--- config.mk ---
export PLATFORM = sky130hd
export DESIGN_NAME = adder_share_arbiter
export DESIGN_NICKNAME = d
export VERILOG_FILES = /design/src/rtl/adder_share_arbiter.sv
export SDC_FILE = /design/constraint.sdc
export NUM_CORES = 1
export LEC_CHECK = 0
export CAP_MARGIN = 30
export CORE_AREA = 3 3 156 158
export DETAILED_ROUTE_END_ITERATION = 10
export DIE_AREA = 0 0 159 161
export PLACE_DENSITY = 0.63
export SLEW_MARGIN = 25
export SYNTH_ARGS = -nofsm -noshare
export SYNTH_HDL_FRONTEND = slang
export SYNTH_SLANG_ARGS = --single-unit
--- constraint.sdc ---
create_clock -name clk -period 8.6 [get_ports clk]
set_clock_uncertainty 0.15 [all_clocks]
set_input_delay 2.58 -clock clk [delete_from_list [all_inputs] [get_ports clk]]
set_output_delay 2.58 -clock clk [all_outputs]
set_load 0.1 [all_outputs]
--- src/rtl/adder_share_arbiter.sv ---
// Round-robin time-multiplexer for one shared external combinational adder.
// Optional signed-overflow flag enabled by defining ADDER_ARB_OVF_EN.
module adder_share_arbiter #(
  parameter int unsigned NREQ  = 4,
  parameter int unsigned WIDTH = 32,
  parameter int unsigned IDW   = 2
) (
  input  logic                  clk,
  input  logic                  rst_n,
  input  logic [NREQ-1:0]       req_valid,
  output logic [NREQ-1:0]       req_ready,
  input  logic [NREQ*WIDTH-1:0] req_a,
  input  logic [NREQ*WIDTH-1:0] req_b,
  input  logic [NREQ-1:0]       req_cin,
  output logic [WIDTH-1:0]      add_in1,
  output logic [WIDTH-1:0]      add_in2,
  output logic                  add_cin,
  input  logic [WIDTH-1:0]      add_result,
  output logic                  rsp_valid,
  input  logic                  rsp_ready,
  output logic [IDW-1:0]        rsp_id,
  output logic [WIDTH-1:0]      rsp_data,
  output logic                  rsp_ovf
);

  typedef enum logic [1:0] {StIdle, StAdd, StResp} state_e;

  state_e             state_q, state_d;
  logic [IDW-1:0]     rr_ptr_q, rr_ptr_d;
  logic [IDW-1:0]     gnt_id_q, gnt_id_d;
  logic [IDW-1:0]     rsp_id_q, rsp_id_d;
  logic [WIDTH-1:0]   add_in1_q, add_in1_d;
  logic [WIDTH-1:0]   add_in2_q, add_in2_d;
  logic [WIDTH-1:0]   rsp_data_q, rsp_data_d;
  logic               add_cin_q, add_cin_d;
  logic               rsp_valid_q, rsp_valid_d;

  logic [IDW-1:0]     gnt_idx;
  logic               gnt_found;
  logic [NREQ-1:0]    gnt_onehot;
  logic [31:0]        ptr_ext;
  int unsigned        idx;

  assign ptr_ext = 32'(rr_ptr_q);

  // Rotating priority search starting at rr_ptr.
  always_comb begin
    gnt_idx    = '0;
    gnt_found  = 1'b0;
    gnt_onehot = '0;
    idx        = 0;
    for (int unsigned k = 0; k < NREQ; k++) begin
      idx = (ptr_ext + k) % NREQ;
      if (!gnt_found && req_valid[idx]) begin
        gnt_found = 1'b1;
        gnt_idx   = IDW'(idx);
      end
    end
    if (gnt_found) gnt_onehot[gnt_idx] = 1'b1;
  end

  // Gated by rst_n so no grant is advertised while reset is held.
  assign req_ready = (state_q == StIdle && rst_n) ? gnt_onehot : '0;

  always_comb begin
    state_d     = state_q;
    rr_ptr_d    = rr_ptr_q;
    gnt_id_d    = gnt_id_q;
    rsp_id_d    = rsp_id_q;
    add_in1_d   = add_in1_q;
    add_in2_d   = add_in2_q;
    add_cin_d   = add_cin_q;
    rsp_data_d  = rsp_data_q;
    rsp_valid_d = rsp_valid_q;
    unique case (state_q)
      StIdle: begin
        if (gnt_found) begin
          add_in1_d = req_a[32'(gnt_idx) * WIDTH +: WIDTH];
          add_in2_d = req_b[32'(gnt_idx) * WIDTH +: WIDTH];
          add_cin_d = req_cin[gnt_idx];
          gnt_id_d  = gnt_idx;
          state_d   = StAdd;
        end
      end
      StAdd: begin
        rsp_data_d  = add_result;
        rsp_id_d    = gnt_id_q;
        rsp_valid_d = 1'b1;
        state_d     = StResp;
      end
      StResp: begin
        if (rsp_ready) begin
          rsp_valid_d = 1'b0;
          rr_ptr_d    = (gnt_id_q == IDW'(NREQ - 1)) ? '0 : gnt_id_q + 1'b1;
          state_d     = StIdle;
        end
      end
      default: state_d = StIdle;
    endcase
  end

  always_ff @(posedge clk or negedge rst_n) begin
    if (!rst_n) begin
      state_q     <= StIdle;
      rr_ptr_q    <= '0;
      gnt_id_q    <= '0;
      rsp_id_q    <= '0;
      add_in1_q   <= '0;
      add_in2_q   <= '0;
      add_cin_q   <= 1'b0;
      rsp_data_q  <= '0;
      rsp_valid_q <= 1'b0;
    end else begin
      state_q     <= state_d;
      rr_ptr_q    <= rr_ptr_d;
      gnt_id_q    <= gnt_id_d;
      rsp_id_q    <= rsp_id_d;
      add_in1_q   <= add_in1_d;
      add_in2_q   <= add_in2_d;
      add_cin_q   <= add_cin_d;
      rsp_data_q  <= rsp_data_d;
      rsp_valid_q <= rsp_valid_d;
    end
  end

`ifdef ADDER_ARB_OVF_EN
  logic rsp_ovf_q, rsp_ovf_d;

  // Signed overflow: like-signed operands producing an opposite-signed sum.
  always_comb begin
    rsp_ovf_d = rsp_ovf_q;
    if (state_q == StAdd) begin
      rsp_ovf_d = (add_in1_q[WIDTH-1] == add_in2_q[WIDTH-1]) &
                  (add_result[WIDTH-1] != add_in1_q[WIDTH-1]);
    end
  end

  always_ff @(posedge clk or negedge rst_n) begin
    if (!rst_n) rsp_ovf_q <= 1'b0;
    else        rsp_ovf_q <= rsp_ovf_d;
  end

  assign rsp_ovf = rsp_ovf_q;
`else
  assign rsp_ovf = 1'b0;
`endif

  assign add_in1   = add_in1_q;
  assign add_in2   = add_in2_q;
  assign add_cin   = add_cin_q;
  assign rsp_valid = rsp_valid_q;
  assign rsp_id    = rsp_id_q;
  assign rsp_data  = rsp_data_q;

endmodule

==> flow_metrics.py, run 1 <==
metrics = {
    "clocking": {
        "cts_setup_buffers": 0,
        "clockBufferDepth": 2,
        "hold_buffers": 0,
        "clock_latency_ps": 350,
        "cts_root_buf": "clkbuf_16",
        "numCtsBuffers": 9,
        "cts-resized-gates": 0,
        "cts_tree": "done",
        "htreeDepth": 3,
        "clk_pin_slew_worst_paths_ps": 80,
        "cts_sinks": 106,
    },
    "global_routing": {
        "first_global_vias": 6518,
        "antenna_found_initial": 1,
        "grt_pass1_wl_mm": 38.8,
        "grt_usage": 0.193,
        "overflow": 0,
        "grt_max_degree": 72,
    },
    "sta": {
        "timing.final.ws_setup_ps": 1290,
        "hold_viol": 0,
        "fin_tns_setup_ps": 0,
        "tightestPinTransition_ps": 1040,
        "fin_hold_ws_ps": 361,
        "setup_viol_count_final": 0,
        "rsz0062_at_grt": "no",
        "slew-limit-headroom": 0.303,
        "period_minus_slack_ps": 7310,
        "report.final.slew_viol_count": 0,
        "fmax_mhz": 137,
        "period_share": 0.851,
    },
    "placement": {
        "dp_cells": 1253,
        "port_buffers": 402,
        "place_congestion": 0.809,
        "pre_cts_slack_ps": 1290,
        "dpl-instance-area_um2": 10200,
        "dp_hpwl_mm": 18.9,
    },
    "power_and_ir_drop": {
        "intPower_uw": 2000,
        "p_leak_uw": 0.00414,
        "power.density_nw_per_um2": 475,
        "comb_power_share": 0.729,
        "p_switching_uw": 2990,
        "pwr-share-seq": 0.188,
        "p_clk_frac": 0.083,
        "ir_drop_mv": 0.297,
        "swShare": 0.599,
    },
    "cells_and_area": {
        "syn2layout_area_growth_pct": 78.1,
        "finish.instance_area_um2": 10500,
        "antenna_cells": 0,
        "final_common_cell": "clkdlybuf4s50_1",
        "fin_nets": 1245,
        "final_layout_size_suffix_gt1_frac": 0.0842,
        "fillerInstances": 2285,
        "final_cell_mix": "397 x clkdlybuf4s50_1, 106 x dfrtp_1, 70 x nor2_1",
        "final_cells": 1269,
    },
    "routing": {
        "wl_per_cell_um": 20.2,
        "first_pass_iters": 7,
        "via_per_inst": 4.94,
        "routed_wirelength_mm": 25.6,
        "first_iter_violations": 311,
        "ant_nets": 0,
        "drc_errors": 0,
        "via_count": 6264,
    },
    "floorplanning": {
        "row_count": 56,
        "die_w_um": 159,
        "core_area_um2": 23300,
        "start_util": 0.253,
        "die_y_um": 161,
        "ios": 404,
        "dieArea_um2": 25600,
    },
    "synthesis": {
        "yosys.area_share.simple": 0.0699,
        "synth_cell_types": 36,
        "ys_ff_latch": 106,
        "yosysSeqAreaShare": 0.450,
        "syn_inst": 577,
        "netlist_area_um2": 5890,
        "synth_nets": 877,
        "yosys-mux-area-fraction": 0.177,
        "synth_top_family_by_area": "compound AO/OA/AOI/OAI gates",
        "synth-xor-area-share": 0,
        "synth_compound_area_frac": 0.243,
        "syn_area_per_cell_um2": 10.2,
        "yosys_warnings": 0,
        "synth_adder_area_share": 0.00212,
    },
    "status": {
        "status": "completed",
    },
    "setup_path": {
        "crit_slowest_cell": "clkdlybuf4s50_1",
        "worstPathRequired_ps": 5870,
        "start_kind": "input port",
        "cp_num_buf_inv": 3,
        "cp_max_fo": 64,
        "endpoint_kind": "output pin",
        "path_cells": "clkdlybuf4s50_1 -> or2_1 -> o31ai_4 -> inv_4 -> nand2_1 -> nor2b_1 -> buf_4",
        "critPathTopFamily": "buffers and inverters",
        "slowest_delay_ps": 610,
        "crit_type": "input port to output pin",
        "cp.arrival_ps": 4580,
    },
    "worst_hold_path": {
        "min_path_type": "flip-flop to flip-flop",
    },
    "run": {
        "maxCapViolations": 0,
    },
}
-- flip-flops by register name (all words and copies together) (netlist names) --
| register | cells |
|---|---|
| add_in1 | 32 |
| add_in2 | 32 |
| rsp_data | 32 |
| gnt_id_q | 2 |
| rr_ptr_q | 2 |
| rsp_id | 2 |
| state_q | 2 |
| add_cin | 1 |
| rsp_valid | 1 |
-- synth_stat cells --
library cell	count	share of area
buf_1	1	0.00064
mux2_2	35	0.067
inv_2	1	0.00064
buf_6	10	0.019
a221oi_1	65	0.097
a311o_1	1	0.0017
o31ai_1	1	0.0013
o221ai_1	1	0.0015
o221a_2	1	0.0019
conb_1	1	0.00064
a211o_1	1	0.0015
o21ai_0	67	0.057
nand3b_1	1	0.0013
and3_1	4	0.0042
buf_2	15	0.013
nand2b_4	1	0.0023
o21a_1	1	0.0013
ha_1	1	0.0021
inv_1	2	0.0013
or2_2	2	0.0021
nor3b_1	1	0.0013
o31ai_4	1	0.0036
or2_1	1	0.0011
o22ai_1	65	0.069
and2_1	1	0.0011
a21oi_1	5	0.0042
buf_4	3	0.0038
clkbuf_1	30	0.019
nand2b_1	2	0.0021
mux2i_1	65	0.11
o21ai_1	2	0.0017
dfrtp_1	106	0.45
nor2b_1	5	0.0053
a21o_1	1	0.0013
nor2_1	70	0.045
nand2_1	7	0.0045
-- stage by stage --
step                      utilization  total power, µW
after global placement          0.432             4480
after floorplan                     -             3580
after global routing            0.451             5220
after CTS                       0.451             5020
final                           0.451             4980
after detailed placement        0.439             4590
-- cells by family (layout without fill, tap and decap cells) --
kind of cell             after synthesis  after routing
AO/OA/AOI/OAI                        212            212
AND/OR/NAND/NOR                       95             95
multiplexers                         100            100
adder cells (fa/ha/maj)                1              1
buffers and inverters                 62            435
other                                  1              1
flip-flops                           106            106
-- final timing paths --
| path | from | to | slack (ps) | cells after the start |
|---|---|---|---|---|
| setup / recovery | req_valid[2] | req_ready[1] | 1290 | 7 |
| hold / removal | rsp_data[5]$_DFFE_PN0P_ | rsp_data[5]$_DFFE_PN0P_ | 360 | 1 |
| setup reg to reg | rr_ptr_q[1]$_DFFE_PN0P_ | add_in2[0]$_DFFE_PN0P_ | 5810 | 6 |
| hold reg to reg | rsp_data[5]$_DFFE_PN0P_ | rsp_data[5]$_DFFE_PN0P_ | 360 | 1 |
| max in group asynchronous | rst_n | add_in2[20]$_DFFE_PN0P_ | 4810 | 3 |
| min in group asynchronous | rst_n | add_in1[24]$_DFFE_PN0P_ | 1990 | 1 |
-- layer usage --
| layer | wire length [µm] | global-route usage | vias to the layer above |
|---|---|---|---|
| met5 | 13 | 0 | - |
| met4 | 463 | 0.0505 | 2 |
| met3 | 2160 | 0.0654 | 27 |
| met2 | 12700 | 0.338 | 313 |
| met1 | 10300 | 0.228 | 2980 |
| li1 | - | - | 2942 |
-- power by group through the flow --
stage                     sequential, µW  combinational (µW)  clock (µW)
final                                937                3630         416
after global routing                 972                3800         452
after CTS                            937                3650         431
after detailed placement             943                3650           0
after global placement               929                3550           0
after floorplan                     2600                 978           0
-- area by class of cell --
type / count / area, µm² / area share
Timing Repair Buffer: 416 / 4220 / 0.402
Multi-Input combinational cell: 409 / 2920 / 0.278
Sequential cell: 106 / 2650 / 0.253
Tap cell: 319 / 399 / 0.0380
Clock buffer: 10 / 229 / 0.0218
Clock inverter: 6 / 56.3 / 0.00536
Inverter: 3 / 13.8 / 0.00131
Note: power is estimated with default switching activity, not from simulation.
==> run 2, diff against run 1 <==
--- a/config.mk
+++ b/config.mk
@@ -5,10 +5,12 @@
 export SDC_FILE = /design/constraint.sdc
 export NUM_CORES = 1
 export LEC_CHECK = 0
-export CAP_MARGIN = 30
+export CAP_MARGIN = 20
 export CORE_AREA = 3 3 156 158
 export DETAILED_ROUTE_END_ITERATION = 10
 export DIE_AREA = 0 0 159 161
+export HOLD_SLACK_MARGIN = 0.03
+export MAX_ROUTING_LAYER = met4
 export PLACE_DENSITY = 0.63
 export SLEW_MARGIN = 25
 export SYNTH_ARGS = -nofsm -noshare
==> run 2 against run 1 <==
Against the previous run: final cell count decreased by 0.32%; utilization is 0.53 points lower; cell area fell by 1.2%; maximum frequency is 0.11% lower; die area unchanged; routed wire length is 1.3% lower.
==> flow_metrics.py, run 2 (same netlist as run 1, synthesis figures left out) <==
metrics = {
    "routing": {
        "ant_nets": 0,
        "via_per_inst": 4.92,
        "wl_per_cell_um": 20.0,
        "via_count": 6226,
        "first_pass_iters": 5,
        "first_iter_violations": 330,
        "drc_errors": 0,
        "routed_wirelength_mm": 25.3,
    },
    "sta": {
        "report.final.slew_viol_count": 0,
        "period_share": 0.851,
        "period_minus_slack_ps": 7320,
        "fmax_mhz": 137,
        "slew-limit-headroom": 0.283,
        "hold_viol": 0,
        "setup_viol_count_final": 0,
        "tightestPinTransition_ps": 1070,
        "timing.final.ws_setup_ps": 1280,
        "fin_tns_setup_ps": 0,
        "rsz0062_at_grt": "no",
    },
    "global_routing": {
        "overflow": 0,
        "first_global_vias": 6379,
        "grt_pass1_wl_mm": 38.3,
        "grt_max_degree": 72,
        "grt_usage": 0.197,
        "antenna_found_initial": 1,
    },
    "run": {
        "maxCapViolations": 0,
    },
    "setup_path": {
        "crit_type": "input port to output pin",
        "cp_max_fo": 64,
        "crit_slowest_cell": "clkdlybuf4s50_1",
        "worstPathRequired_ps": 5870,
        "rrSetupSlack_ps": 5810,
        "path_cells": "clkdlybuf4s50_1 -> or2_1 -> o31ai_4 -> inv_4 -> nand2_1 -> nor2b_1 -> buf_4",
        "cp.arrival_ps": 4590,
        "worstRegToRegCells": 6,
        "slowest_delay_ps": 610,
        "reg2reg_from": "rr_ptr_q[1]$_DFFE_PN0P_",
        "endpoint_kind": "output pin",
        "worst_r2r_endpoint": "add_in2[0]$_DFFE_PN0P_",
        "start_kind": "input port",
    },
    "power_and_ir_drop": {
        "p_clk_frac": 0.084,
        "swShare": 0.604,
        "power_uw": 4920,
        "ir_drop_mv": 0.231,
        "p_leak_uw": 0.00408,
        "comb_power_share": 0.725,
        "power.density_nw_per_um2": 474,
        "p_switching_uw": 2970,
        "pwr-share-seq": 0.190,
        "intPower_uw": 1950,
    },
    "cells_and_area": {
        "fillerInstances": 2299,
        "final_cells": 1265,
        "syn2layout_area_growth_pct": 76.1,
        "final_common_cell": "clkdlybuf4s50_1",
        "final_layout_size_suffix_gt1_frac": 0.0794,
        "regArea_um2": 2650,
        "multi_input_comb_area_um2": 2920,
        "final_core_util": 0.446,
        "fin_nets": 1240,
        "final_cell_mix": "397 x clkdlybuf4s50_1, 106 x dfrtp_1, 70 x nor2_1",
    },
    "placement": {
        "dp_cells": 1247,
        "pre_cts_slack_ps": 1270,
        "dp_hpwl_mm": 18.6,
        "place_congestion": 0.822,
        "port_buffers": 402,
    },
    "floorplanning": {
        "dieArea_um2": 25600,
        "die_y_um": 161,
        "die_w_um": 159,
        "start_util": 0.253,
        "ios": 404,
        "row_count": 56,
        "core_area_um2": 23300,
    },
    "worst_hold_path": {
        "holdPathStages": 1,
        "min_from": "rsp_data[19]$_DFFE_PN0P_",
        "hold_end": "rsp_data[19]$_DFFE_PN0P_",
        "min_path_type": "flip-flop to flip-flop",
    },
    "clocking": {
        "cts_root_buf": "clkbuf_16",
        "cts_setup_buffers": 0,
        "numCtsBuffers": 9,
        "clock_latency_ps": 340,
        "cts_sinks": 106,
        "clk_pin_slew_worst_paths_ps": 90,
        "clockBufferDepth": 2,
        "hold_buffers": 0,
        "htreeDepth": 3,
        "cts-resized-gates": 0,
        "cts_tree": "done",
    },
    "status": {
        "status": "completed",
    },
}
-- run 2: per-layer routing --
| metal | up-vias | track usage | wire length, µm |
|---|---|---|---|
| met5 | - | - | 0 |
| met4 | 0 | 0.0573 | 526 |
| met3 | 30 | 0.0577 | 2050 |
| met2 | 286 | 0.328 | 12400 |
| met1 | 2972 | 0.233 | 10300 |
| li1 | 2938 | - | - |
-- run 2: per-stage QoR --
step	hold WS (ps)	instance area, µm²
4_1_cts	364	10300
3_5_place_dp	345	10100
6_report	362	10400
5_1_grt	378	10400
3_3_place_gp	339	10100
2_1_floorplan	320	5890
-- run 2: layout make-up --
class                           instances  share of cell area
Sequential cell                       106               0.256
Clock buffer                           10              0.0221
Clock inverter                          6             0.00543
Timing Repair Buffer                  411               0.395
Antenna cell                            1            0.000241
Tap cell                              319              0.0385
Multi-Input combinational cell        409               0.282
Inverter                                3             0.00133
-- run 2: how the worst max path moves through the flow --
stage / startpoint / to / slack, ps / cells after the start
after global routing: req_valid[2] / req_ready[1] / 1070 / 7
after floorplan: req_valid[1] / req_ready[1] / 1020 / 5
after CTS: req_valid[2] / req_ready[1] / 1270 / 7
final: req_valid[2] / req_ready[1] / 1280 / 7
after global placement: req_valid[2] / req_ready[0] / 1330 / 6
after detailed placement: req_valid[2] / req_ready[1] / 1270 / 7
-- run 2: critical path: cells and delay by family --
family	cells	cell delay, ps
buf+inv	3	1340
compound gates	1	90
simple gates	3	560
-- run 2: power by group through the flow --
| stage | registers (µW) | logic (µW) | clock network [µW] |
|---|---|---|---|
| 6_report | 936 | 3560 | 415 |
| 5_1_grt | 974 | 3730 | 451 |
| 4_1_cts | 937 | 3580 | 431 |
| 3_5_place_dp | 944 | 3570 | 0 |
| 3_3_place_gp | 929 | 3550 | 0 |
| 2_1_floorplan | 2600 | 978 | 0 |
